`src/rtl/color_batch_arbiter_pkg.sv`:
```
// Shared types and constants for the colour batch arbiter slice.
package color_batch_pkg;

    localparam int BATCH_SIZE_DEF = 8;
    localparam int NUM_CH_DEF     = 3;
    localparam int OVR_CNT_W      = 16;

    typedef logic [7:0] color_t;

    localparam int CH_R = 0;
    localparam int CH_G = 1;
    localparam int CH_B = 2;

endpackage

```
`src/rtl/color_batch_arbiter_rr_pick.sv`:
```
// Combinational round-robin picker: first requester after 'last', wrapping modulo NUM_CH.
module rr_pick #(
    parameter  int NUM_CH = 3,
    localparam int CH_W   = (NUM_CH > 1) ? $clog2(NUM_CH) : 1
) (
    input  logic [NUM_CH-1:0] req,
    input  logic [CH_W-1:0]   last,
    output logic              gnt_valid,
    output logic [CH_W-1:0]   gnt_idx
);

    logic [CH_W-1:0] cand;

    // Scan from the farthest candidate to the nearest so the nearest match is written last.
    always_comb begin
        gnt_valid = 1'b0;
        gnt_idx   = '0;
        cand      = '0;
        for (int i = NUM_CH; i >= 1; i--) begin
            cand = CH_W'((int'(last) + i) % NUM_CH);
            if (req[cand]) begin
                gnt_valid = 1'b1;
                gnt_idx   = cand;
            end
        end
    end

endmodule

```
`src/rtl/color_batch_arbiter.sv`:
```
// Round-robin arbiter sharing one valid/ready batch port between per-channel 1-deep slots.
// Optional macro BATCH_ARB_OVERRUN_CNT_EN adds a saturating dropped-batch counter O_overrun_cnt.
module color_batch_arbiter
    import color_batch_pkg::*;
#(
    parameter  int NUM_CH     = NUM_CH_DEF,
    parameter  int BATCH_SIZE = BATCH_SIZE_DEF,
    localparam int DATA_W     = $bits(color_t) * BATCH_SIZE,
    localparam int CH_W       = (NUM_CH > 1) ? $clog2(NUM_CH) : 1
) (
    input  logic                     I_rgb_clk,
    input  logic                     I_rst_n,
    input  logic [NUM_CH-1:0]        I_ch_batch_ready,
    input  logic [NUM_CH*DATA_W-1:0] I_ch_batch_color,
    output logic                     O_batch_valid,
    input  logic                     I_batch_ready,
    output logic [DATA_W-1:0]        O_batch_color,
    output logic [CH_W-1:0]          O_batch_ch,
    output logic [NUM_CH-1:0]        O_overrun,
`ifdef BATCH_ARB_OVERRUN_CNT_EN
    output logic [OVR_CNT_W-1:0]     O_overrun_cnt,
`endif
    input  logic                     I_overrun_clr
);

    logic [NUM_CH-1:0] slot_vld_p0;
    logic [DATA_W-1:0] slot_word_p0 [NUM_CH];
    logic [CH_W-1:0]   rr_last;
    logic              gnt_valid;
    logic [CH_W-1:0]   gnt_idx;
    logic              load_en;
    logic              grant_fire;
    logic [NUM_CH-1:0] granted;
    logic [NUM_CH-1:0] capture;
    logic [NUM_CH-1:0] drop;

    rr_pick #(.NUM_CH(NUM_CH)) u_rr_pick (
        .req       (slot_vld_p0),
        .last      (rr_last),
        .gnt_valid (gnt_valid),
        .gnt_idx   (gnt_idx)
    );

    assign load_en    = !O_batch_valid || I_batch_ready;
    assign grant_fire = load_en && gnt_valid;

    // A slot granted on this edge can take a new word on the same edge without counting as overrun.
    always_comb begin
        granted = '0;
        capture = '0;
        drop    = '0;
        for (int c = 0; c < NUM_CH; c++) begin
            granted[c] = grant_fire && (gnt_idx == CH_W'(c));
            capture[c] = I_ch_batch_ready[c] && (!slot_vld_p0[c] || granted[c]);
            drop[c]    = I_ch_batch_ready[c] && slot_vld_p0[c] && !granted[c];
        end
    end

    // Stage p0: per-channel holding slots
    always_ff @(posedge I_rgb_clk or negedge I_rst_n) begin
        if (!I_rst_n) begin
            slot_vld_p0 <= '0;
        end else begin
            for (int c = 0; c < NUM_CH; c++) begin
                if (capture[c])
                    slot_vld_p0[c] <= 1'b1;
                else if (granted[c])
                    slot_vld_p0[c] <= 1'b0;
            end
        end
    end

    always_ff @(posedge I_rgb_clk) begin
        for (int c = 0; c < NUM_CH; c++) begin
            if (capture[c])
                slot_word_p0[c] <= I_ch_batch_color[c*DATA_W +: DATA_W];
        end
    end

    // Stage p1: output register toward the framer
    always_ff @(posedge I_rgb_clk or negedge I_rst_n) begin
        if (!I_rst_n) begin
            O_batch_valid <= 1'b0;
            O_batch_color <= '0;
            O_batch_ch    <= '0;
            rr_last       <= CH_W'(NUM_CH - 1);
        end else if (load_en) begin
            if (gnt_valid) begin
                O_batch_valid <= 1'b1;
                O_batch_color <= slot_word_p0[gnt_idx];
                O_batch_ch    <= gnt_idx;
                rr_last       <= gnt_idx;
            end else begin
                O_batch_valid <= 1'b0;
            end
        end
    end

    // A drop on the clearing edge wins over the clear.
    always_ff @(posedge I_rgb_clk or negedge I_rst_n) begin
        if (!I_rst_n)
            O_overrun <= '0;
        else
            O_overrun <= (I_overrun_clr ? '0 : O_overrun) | drop;
    end

`ifdef BATCH_ARB_OVERRUN_CNT_EN
    function automatic logic [OVR_CNT_W-1:0] drop_count(input logic [NUM_CH-1:0] v);
        logic [OVR_CNT_W-1:0] n;
        n = '0;
        for (int i = 0; i < NUM_CH; i++)
            n = n + OVR_CNT_W'(v[i]);
        return n;
    endfunction

    function automatic logic [OVR_CNT_W-1:0] sat_add(input logic [OVR_CNT_W-1:0] a,
                                                     input logic [OVR_CNT_W-1:0] b);
        logic [OVR_CNT_W:0] sum;
        sum = {1'b0, a} + {1'b0, b};
        return sum[OVR_CNT_W] ? {OVR_CNT_W{1'b1}} : sum[OVR_CNT_W-1:0];
    endfunction

    always_ff @(posedge I_rgb_clk or negedge I_rst_n) begin
        if (!I_rst_n)
            O_overrun_cnt <= '0;
        else if (I_overrun_clr)
            O_overrun_cnt <= drop_count(drop);
        else
            O_overrun_cnt <= sat_add(O_overrun_cnt, drop_count(drop));
    end
`endif

endmodule

```
`config.mk`:
```
export PLATFORM = sky130hd
export DESIGN_NAME = color_batch_arbiter
export DESIGN_NICKNAME = d
export VERILOG_FILES = /design/src/rtl/color_batch_arbiter_pkg.sv /design/src/rtl/color_batch_arbiter_rr_pick.sv /design/src/rtl/color_batch_arbiter.sv
export SDC_FILE = /design/constraint.sdc
export NUM_CORES = 1
export LEC_CHECK = 0
export CAP_MARGIN = 30
export CELL_PAD_IN_SITES_DETAIL_PLACEMENT = 1
export CELL_PAD_IN_SITES_GLOBAL_PLACEMENT = 2
export CORE_ASPECT_RATIO = 0.7
export CORE_MARGIN = 10
export CORE_UTILIZATION = 33
export DETAILED_ROUTE_END_ITERATION = 10
export PLACE_DENSITY_LB_ADDON = 0.1
export SLEW_MARGIN = 20
export SYNTH_ARGS = -nofsm -noshare
export SYNTH_HDL_FRONTEND = slang
export SYNTH_SLANG_ARGS = --single-unit
export TNS_END_PERCENT = 10
```
`constraint.sdc`:
```
create_clock -name I_rgb_clk -period 9.45 [get_ports I_rgb_clk]
set_input_delay 0.945 -clock I_rgb_clk [delete_from_list [all_inputs] [get_ports I_rgb_clk]]
set_output_delay 0.945 -clock I_rgb_clk [all_outputs]
set_load 0.02 [all_outputs]
```
# [After elaboration in Yosys (flattened, before gate mapping)]
# Memory sizes are Yosys's and may differ from the RTL's. A register that Yosys moved wholly into a read port is not among the register bits.
# Index checks and enable logic that the tools add are counted.
[op_classes] addsub=3 n_bitwise=1 muxes=26 reduce_logical=30 div=3 n_lt_le_gt_ge=3 eq_ne=2
[ops] operator="32-bit by 3-bit remainder unit with 32-bit output, second input constant" count=3
[ops] operator="1-bit two-way mux" count=19
[ops] operator="1-bit logical AND" count=13
[ops] operator="2-bit by 3-bit < comparator with 1-bit output, second input constant" count=3
[ops] operator="1-bit zero test" count=8
[ops] operator="2-bit by 2-bit adder with 3-bit output, second input constant" count=2
[ops] operator="1-bit binary-select mux with 2-bit select" count=3
[ops] operator="2-bit two-way mux" count=3
[ops] operator="2-bit nonzero test" count=3
[ops] operator="1-bit logical OR" count=4
[ops] operator="2-bit by 1-bit adder with 3-bit output, second input constant" count=1
[ops] operator="3-bit two-way mux" count=1
[ops] operator="3-bit OR" count=1
[ops] operator="2-bit by 1-bit equality test with 1-bit output, second input constant" count=1
[ops] operator="2-bit equality test, second input constant" count=1
[ops] operator="2-bit zero test" count=1
[ops] operator="2-bit AND reduction" count=1
[word_totals] register_bits=11 output_inout_bits=70 memories=1 ram_bits=192 elab_cells=76
[mem_list] name="slot_word_p0" words=3 word_bits=64 read_ports=1 rd_clocked_by_memory_dff=1 wr=3 line="color_batch_arbiter.sv:27" source="logic [DATA_W-1:0] slot_word_p0 [NUM_CH];"

# [Depth between registers and ports, before layout]
[logic_depth] ltp_word=13 mapped_depth=11 depth_no_buf=8

# [By module]
# A second synthesis with hierarchy kept.
[unflattened] hier_cells=635 area_unflattened_um2=10329.9
[by_module_without_submodules] mod="color_batch_arbiter" cells_per_inst=599 area_per_inst_um2=10084.7 seq_area_each_um2=7618.6 n_inst=1
[by_module_without_submodules] mod="rr_pick" cells_per_inst=36 area_per_inst_um2=245.2 seq_area_each_um2=0.0 n_inst=1

# [Least setup slack after synthesis]
# Ideal clock, no wire load.
[synth_timing] path_kind="register to register" from="register rr_last[1]" to="memory slot_word_p0[2][0] in the netlist's numbering, enable pin" n_path_buf=2 arrival_ns=6.768 path_stages_with_launch=10 setup_time_ns=0.585 setup_slack_ns=2.097 cell_sequence="dfstp_2 -> ha_1 -> buf_2 -> nand3b_1 -> o21ai_2 -> or4_1 -> a21oi_1 -> buf_4 -> nand2_1 -> a21boi_0"
[synth_lines] item="from (decl)" line="color_batch_arbiter.sv:28" source="logic [CH_W-1:0] rr_last;"
[synth_lines] item="from (signal assigned)" line="color_batch_arbiter.sv:86" source="rr_last <= CH_W'(NUM_CH - 1);"
[synth_lines] item="from (signal assigned)" line="color_batch_arbiter.sv:92" source="rr_last <= gnt_idx;"
[synth_lines] item="to (decl)" line="color_batch_arbiter.sv:27"

==> flow_metrics.tcl <==
set metrics [dict create \
    synth_edf_count 192 \
    setup_tns_ps 0 \
    ys_ff_latch 266 \
    start_util 0.334 \
    drv_cap 0 \
    crit_path_top_delay_cell "buf_4" \
    crit_path_cell_trace "inv_1, ha_1, mux2i_1, o21ai_2, or4_1, a21oi_4, buf_4, nand2_1, a21boi_4, buf_4" \
    grt_pass1_vias 6690 \
    async_reset_ff_frac 0.278 \
    clock_path_buffers 3 \
    hpwl_um 20100 \
    final_hold_viol_count 0 \
    syn_avg_cell_area_um2 17.5 \
    die_x_um 224 \
    status "complete, no violations" \
    internal_power_mw 3.18 \
    yosys_warnings 0 \
    fmax_mhz 227 \
    finalSetupViolations 0 \
    worstHoldPathType "input port to asynchronous set/reset pin" \
    skew_ps 9.89 \
    rsz0062_at_grt "false" \
    cts.sinks 266 \
    cts_tree "yes" \
    grt_start_max_net_pins 69 \
    drive_gt1_frac 0.0718 \
    ctsRootBufferMaster "clkbuf_16" \
    clkTransAtPathRegs_ps 60 \
    synth.most_common_cell "edfxtp_1" \
    cts_max_level 1 \
    post-route-period-util 0.466 \
    final_antenna_net_count 0 \
    cp_top_family "buffers and inverters" \
    io_buffer_count 268 \
    cts_resized 0 \
    synth_top_family_by_area "compound AO/OA/AOI/OAI gates" \
    coreArea_um2 28800 \
    area_delta_synth_final_pct 42.5 \
    yosysSeqAreaShare 0.790 \
    slew_viol_final 0 \
    gp_congestion 0.747 \
    clkPwrFrac 0.214 \
    ios 269 \
    clk_latency_ps 540 \
    synth-simple-area-share 0.0129 \
    cp.arrival_ps 4580 \
    dp_slack_ps 4410 \
    initialDrtViolationCount 396 \
    die-height_um 163 \
    fin_crit_ps 4400 \
    power.density_nw_per_um2 360 \
    power_frac_comb 0.401 \
    synthCells 550 \
    swShare 0.357 \
    switchingPower_mw 1.77 \
    critPathBufInv 3 \
    worstMarginPinSlew_ps 866 \
    vias 5974 \
    antenna_found_initial 2 \
    die_area_um2 36600 \
    setup_slack_ps 5050 \
    cp-start-kind "flop" \
    cts_setup_buffers 0 \
    placementRows 52 \
    vias_per_cell 4.86 \
    cp_common_cell "buf_4" \
    cp_max_fo 65 \
    synth.distinct_cells 38 \
    critPathRequiredTime_ps 9620 \
    relSlewSlack 0.423 \
    grtUsageTotal 0.153 \
    yosys.area.top_type "edfxtp_1" \
    wl_um 29000 \
    ir_drop_mv 0.337 \
    synth-compound-area-share 0.102 \
    slowest_delay_ps 650 \
    wl_per_cell_um 23.6 \
    crit_path_end_kind "flop" \
    synth_top_area_frac 0.598 \
    ys_top_cells_by_area "edfxtp_1, dfrtp_1, mux2i_1" \
    postCtsHoldBufs 0 \
    remaining_drc_errors 0 \
    synth_nets 753 \
    drt-pass1-iter-count 4 \
    grt_overflow_total 0 \
    nets 1031 \
    synth_xor_area_frac 0 \
    synthAdderAreaFrac 0.00519 \
    leakage_nw 5.02 \
    grt_pass1_wl_um 42500 \
    netlist_area_um2 9640 \
    ys.flop_type "edfxtp_1" \
    synthMuxAreaShare 0.0706 \
    cts_buffers 28 \
    path_class "flop to flop" \
    seqPwrFrac 0.385 \
    yosys-top-cells-count "edfxtp_1, dfrtp_1, mux2i_1, a22oi_1, o21ai_0" \
]
==> cells in the final DEF (no fill, tap or decap), types with 2 or more instances in the layout <==
master and count:
clkdlybuf4s50_1 267, edfxtp_1 192, dfrtp_1 73, mux2i_1 68
a22oi_1 66, o21ai_0 63, clkbuf_16 29, clkbuf_1 9
buf_4 9, inv_1 7, nand2_1 5, clkbuf_8 5
o21ai_1 4, ha_1 4, clkinv_2 4, clkinv_1 3
buf_16 3, diode_2 2, nand3b_1 2, o21a_1 2
nor2b_1 2, a21oi_4 2, o2bb2ai_1 2, nand2b_1 2
a32o_1 2, a21boi_4 2, a21o_1 2
==> flip-flops by register name, summed over array words and instances (netlist names) <==
name / cells
O_batch_ch: 2
O_overrun: 3
O_batch_valid: 1
rr_last: 1
O_batch_color: 64
slot_vld_p0: 3
slot_word_p0: 192
==> kinds of logic (layout without fill, tap and decap cells) <==
group / count (synthesis) / after routing
flops: 266 / 266
compound gates: 152 / 152
mux: 68 / 68
buf+inv: 38 / 338
simple gates: 22 / 22
fa+ha+maj: 4 / 4
other cells: 0 / 2
==> final timing paths <==
kind / endpoint / start / slack, ps / depth (start not counted)
max in group asynchronous: O_batch_color[0] / I_rst_n / 8060 / 2
setup reg to reg: slot_word_p0[2][59] / rr_last[1] / 5050 / 10
hold reg to reg: O_batch_color[37] / slot_word_p0[2][37] / 470 / 2
hold / removal: O_batch_color[61] / I_rst_n / 360 / 1
setup / recovery: slot_word_p0[2][59] / rr_last[1] / 5050 / 10
min in group I_rgb_clk: O_batch_color[37] / slot_word_p0[2][37] / 470 / 2
==> through the flow <==
step                      hold WS, ps  utilization  std cells  power [mW]  area, um2
after floorplan                   449            -        550        3.11       9640
after global placement            458        0.442       1173        3.86      12800
after detailed placement          464        0.443       1174        3.94      12800
after CTS                         360        0.475       1226        5.03      13700
after global routing              373        0.476       1228        5.25      13700
final                             360        0.477       1230        4.94      13700
==> area by class of cell <==
class | instances | area [um2]
fillers | 2801 | 15100
flip-flops and latches | 266 | 7620
repair buffers | 279 | 2820
multi-input cells | 246 | 1890
clock buffers | 43 | 828
well taps | 378 | 473
clock inverters | 9 | 70.1
inverters | 7 | 26.3
diodes | 2 | 5.00
==> power groups by stage <==
stage	Clock, mW	Sequential (mW)	Combinational [mW]
2_1_floorplan	0	2.09	1.02
3_3_place_gp	0	1.92	1.94
3_5_place_dp	0	1.93	2.01
4_1_cts	1.10	1.92	2.02
5_1_grt	1.14	1.95	2.16
6_report	1.06	1.91	1.98
==> routing by layer <==
layer | wire length [um] | GRT usage
met1 | 12800 | 0.199
met2 | 14100 | 0.254
met3 | 1640 | 0.0419
met5 | 9 | 0
met4 | 384 | 0.0293
Power figures use the tool's default switching activity.
==> patch (same settings) <==
Register the output `O_overrun` once more; this adds one clock of latency there. The other outputs are not delayed to match.
--- a/src/rtl/color_batch_arbiter.sv
+++ b/src/rtl/color_batch_arbiter.sv
@@ -24,2 +24,4 @@
 );
+
+    logic [NUM_CH-1:0] O_overrun_s0;
 
@@ -101,5 +103,5 @@
         if (!I_rst_n)
-            O_overrun <= '0;
+            O_overrun_s0 <= '0;
         else
-            O_overrun <= (I_overrun_clr ? '0 : O_overrun) | drop;
+            O_overrun_s0 <= (I_overrun_clr ? '0 : O_overrun_s0) | drop;
     end
@@ -132,2 +134,6 @@
 
+    always_ff @(posedge I_rgb_clk) begin
+        O_overrun <= O_overrun_s0;
+    end
+
 endmodule
Function: changed (a bounded check fails within 4 cycles, from zero or initial values and one cycle with I_rst_n low).
==> patch against the unedited design <==
Clock skew grew 0.00081 ns; die area grew 0.55%; sequential cell count rose by 3; area after synthesis rose by 0.62%; critical path type unchanged; total power rose by 2.0%; wire length rose by 2.9%; worst setup slack improved by 0.31 ns; design area is 0.72% higher.
==> patch: results (changes against the unedited design) <==
* Post-Syn Instances: 553 (+0.55%)
* Clk_skew: 0.01070 ns (+0.0008121 ns)
- The run finished with clean final reports.
* Portion of the post-synthesis area used by sequential elements: 0.7917 (+0.001298)
- Maximum vdd ir drop: 0.2061 mV (-39%)
- Highest fanout seen on the critical path: 36 (-45%)
* First-pass GRT wire length: 43.77 mm (+3.1%)
- Proportion of synthesized flip-flops having asynchronous set or reset: 0.2751 (-0.003103)
- Vias post-DR: 5969 (-0.084%)
* Setup slack at placement: 5.338 ns (+0.9254 ns)
- Diodes inserted: 0 (-2)
- Class of the most critical hold timing path: flip-flop to flip-flop
- The arrival time at the worst endpoint was 4.27 ns (-0.31 ns).
- The worst setup slack after layout was 5.355 ns (+0.3090 ns).
- Total of buffers placed on input and output ports: 268 (unchanged)
* Post-synthesis cell type count: 39 (+2.6%)
- The maximum root-to-sink buffer count came to 3 (unchanged).
- The initial antenna violation count is 0 (-2).
* GRT met3 Usage: 0.04157 (-0.0003519)
- Top area cells in the synthesized netlist: edfxtp_1 59%, dfrtp_1 19%, mux2i_1 7.0%
* Worst Setup EP: slot_word_p0[2][10]$_DFFE_PP_
* Final #Nets: 1034 (+0.29%)
- Drt first pass iters: 5 (+1)
- The leakage power figure came to 5.068 nW (+0.93%).
* Num CTS Buffers: 28 (unchanged)
- Post-Syn Nets: 756 (+0.40%)
- Post-synth EDFFs: 192 (unchanged)
* Number of design-rule violations left by the first detailed-router iteration: 449 (+13%)
- The met1 track utilization from global routing came to 0.2076 (+0.008698).
- Final wirelength: 29.81 mm (+2.9%)
* M2 GR Usage: 0.2618 (+0.007990)
* Final GP Congestion: 0.7852 (+5.1%)
- Placement Cell Area: 0.01289 mm^2 (+0.84%)
* GRT Resource Usage Total: 0.1583 (+0.005119)
- Share of final-layout standard cells stronger than drive strength 1: 0.07620 (+0.004437)
- The via count of the first global-routing pass is 6856 (+2.5%).
* Slowest cell delay on critical path: 0.56 ns (-0.09 ns)
- The HPWL after detailed placement was 20.69 mm (+3.1%).
## patch: changes by cell type after synthesis, sizes merged
cell,before,now
dfxtp,0,3
## patch: logic make-up (layout without fill, tap and decap cells)
logic type	Yosys count	after routing	share of synthesized area
flops	269	269	0.7917
compound gates	152	152	0.1010
mux	68	68	0.07018
buf+inv	38	338	0.01922
simple gates	22	22	0.01277
fa+ha+maj	4	4	0.005160
## patch: per-stage QoR
stage                     cells  power [mW]
after floorplan             553       3.134
after global placement     1175       3.880
after detailed placement   1178       3.989
after CTS                  1230       5.110
after global routing       1231       5.342
final                      1231       5.042
## patch: metal layers
metal  vias to the layer above  routed length [um]
li1                       2714                   -
met1                      3038               13240
met4                         0                 382
met5                         -                   0
met2                       190               14380
met3                        27                1804
## patch: layout make-up
class                   instances  area (um^2)
multi-input cells             246         1893
clock buffers                  41        810.8
well taps                     378        473.0
repair buffers                279         2843
fillers                      2789        15120
flip-flops and latches        269         7679
inverters                       7        26.28
clock inverters                11        111.4
## patch: worst max-delay path, delay by kind of cell, from the launching register on
family                     cells  cell delay [ns]
buffers and inverters          3             1.21
AOI/OAI and AO/OA              4             1.08
and+or+nand+nor                2             0.50
adders and majority gates      1             0.47
DFF                            1             0.43
## patch: how the worst min path moves through the flow
stage	end	slack, ns	cells after the start
detailed placement	O_overrun[2]$_DFF_P_	0.36	0
global route	O_overrun[1]$_DFF_P_	0.40	0
finish	O_overrun[0]$_DFF_P_	0.37	0
CTS	O_overrun[1]$_DFF_P_	0.38	0
global placement	O_overrun[0]$_DFF_P_	0.36	0
floorplan	O_overrun[0]$_DFF_P_	0.35	0
## patch: report_power, final
group          leakage [nW]  switching (mW)  internal, mW
Sequential             2.68           0.187          1.75
Combinational          1.93            1.18         0.819
Clock                 0.456           0.453         0.649
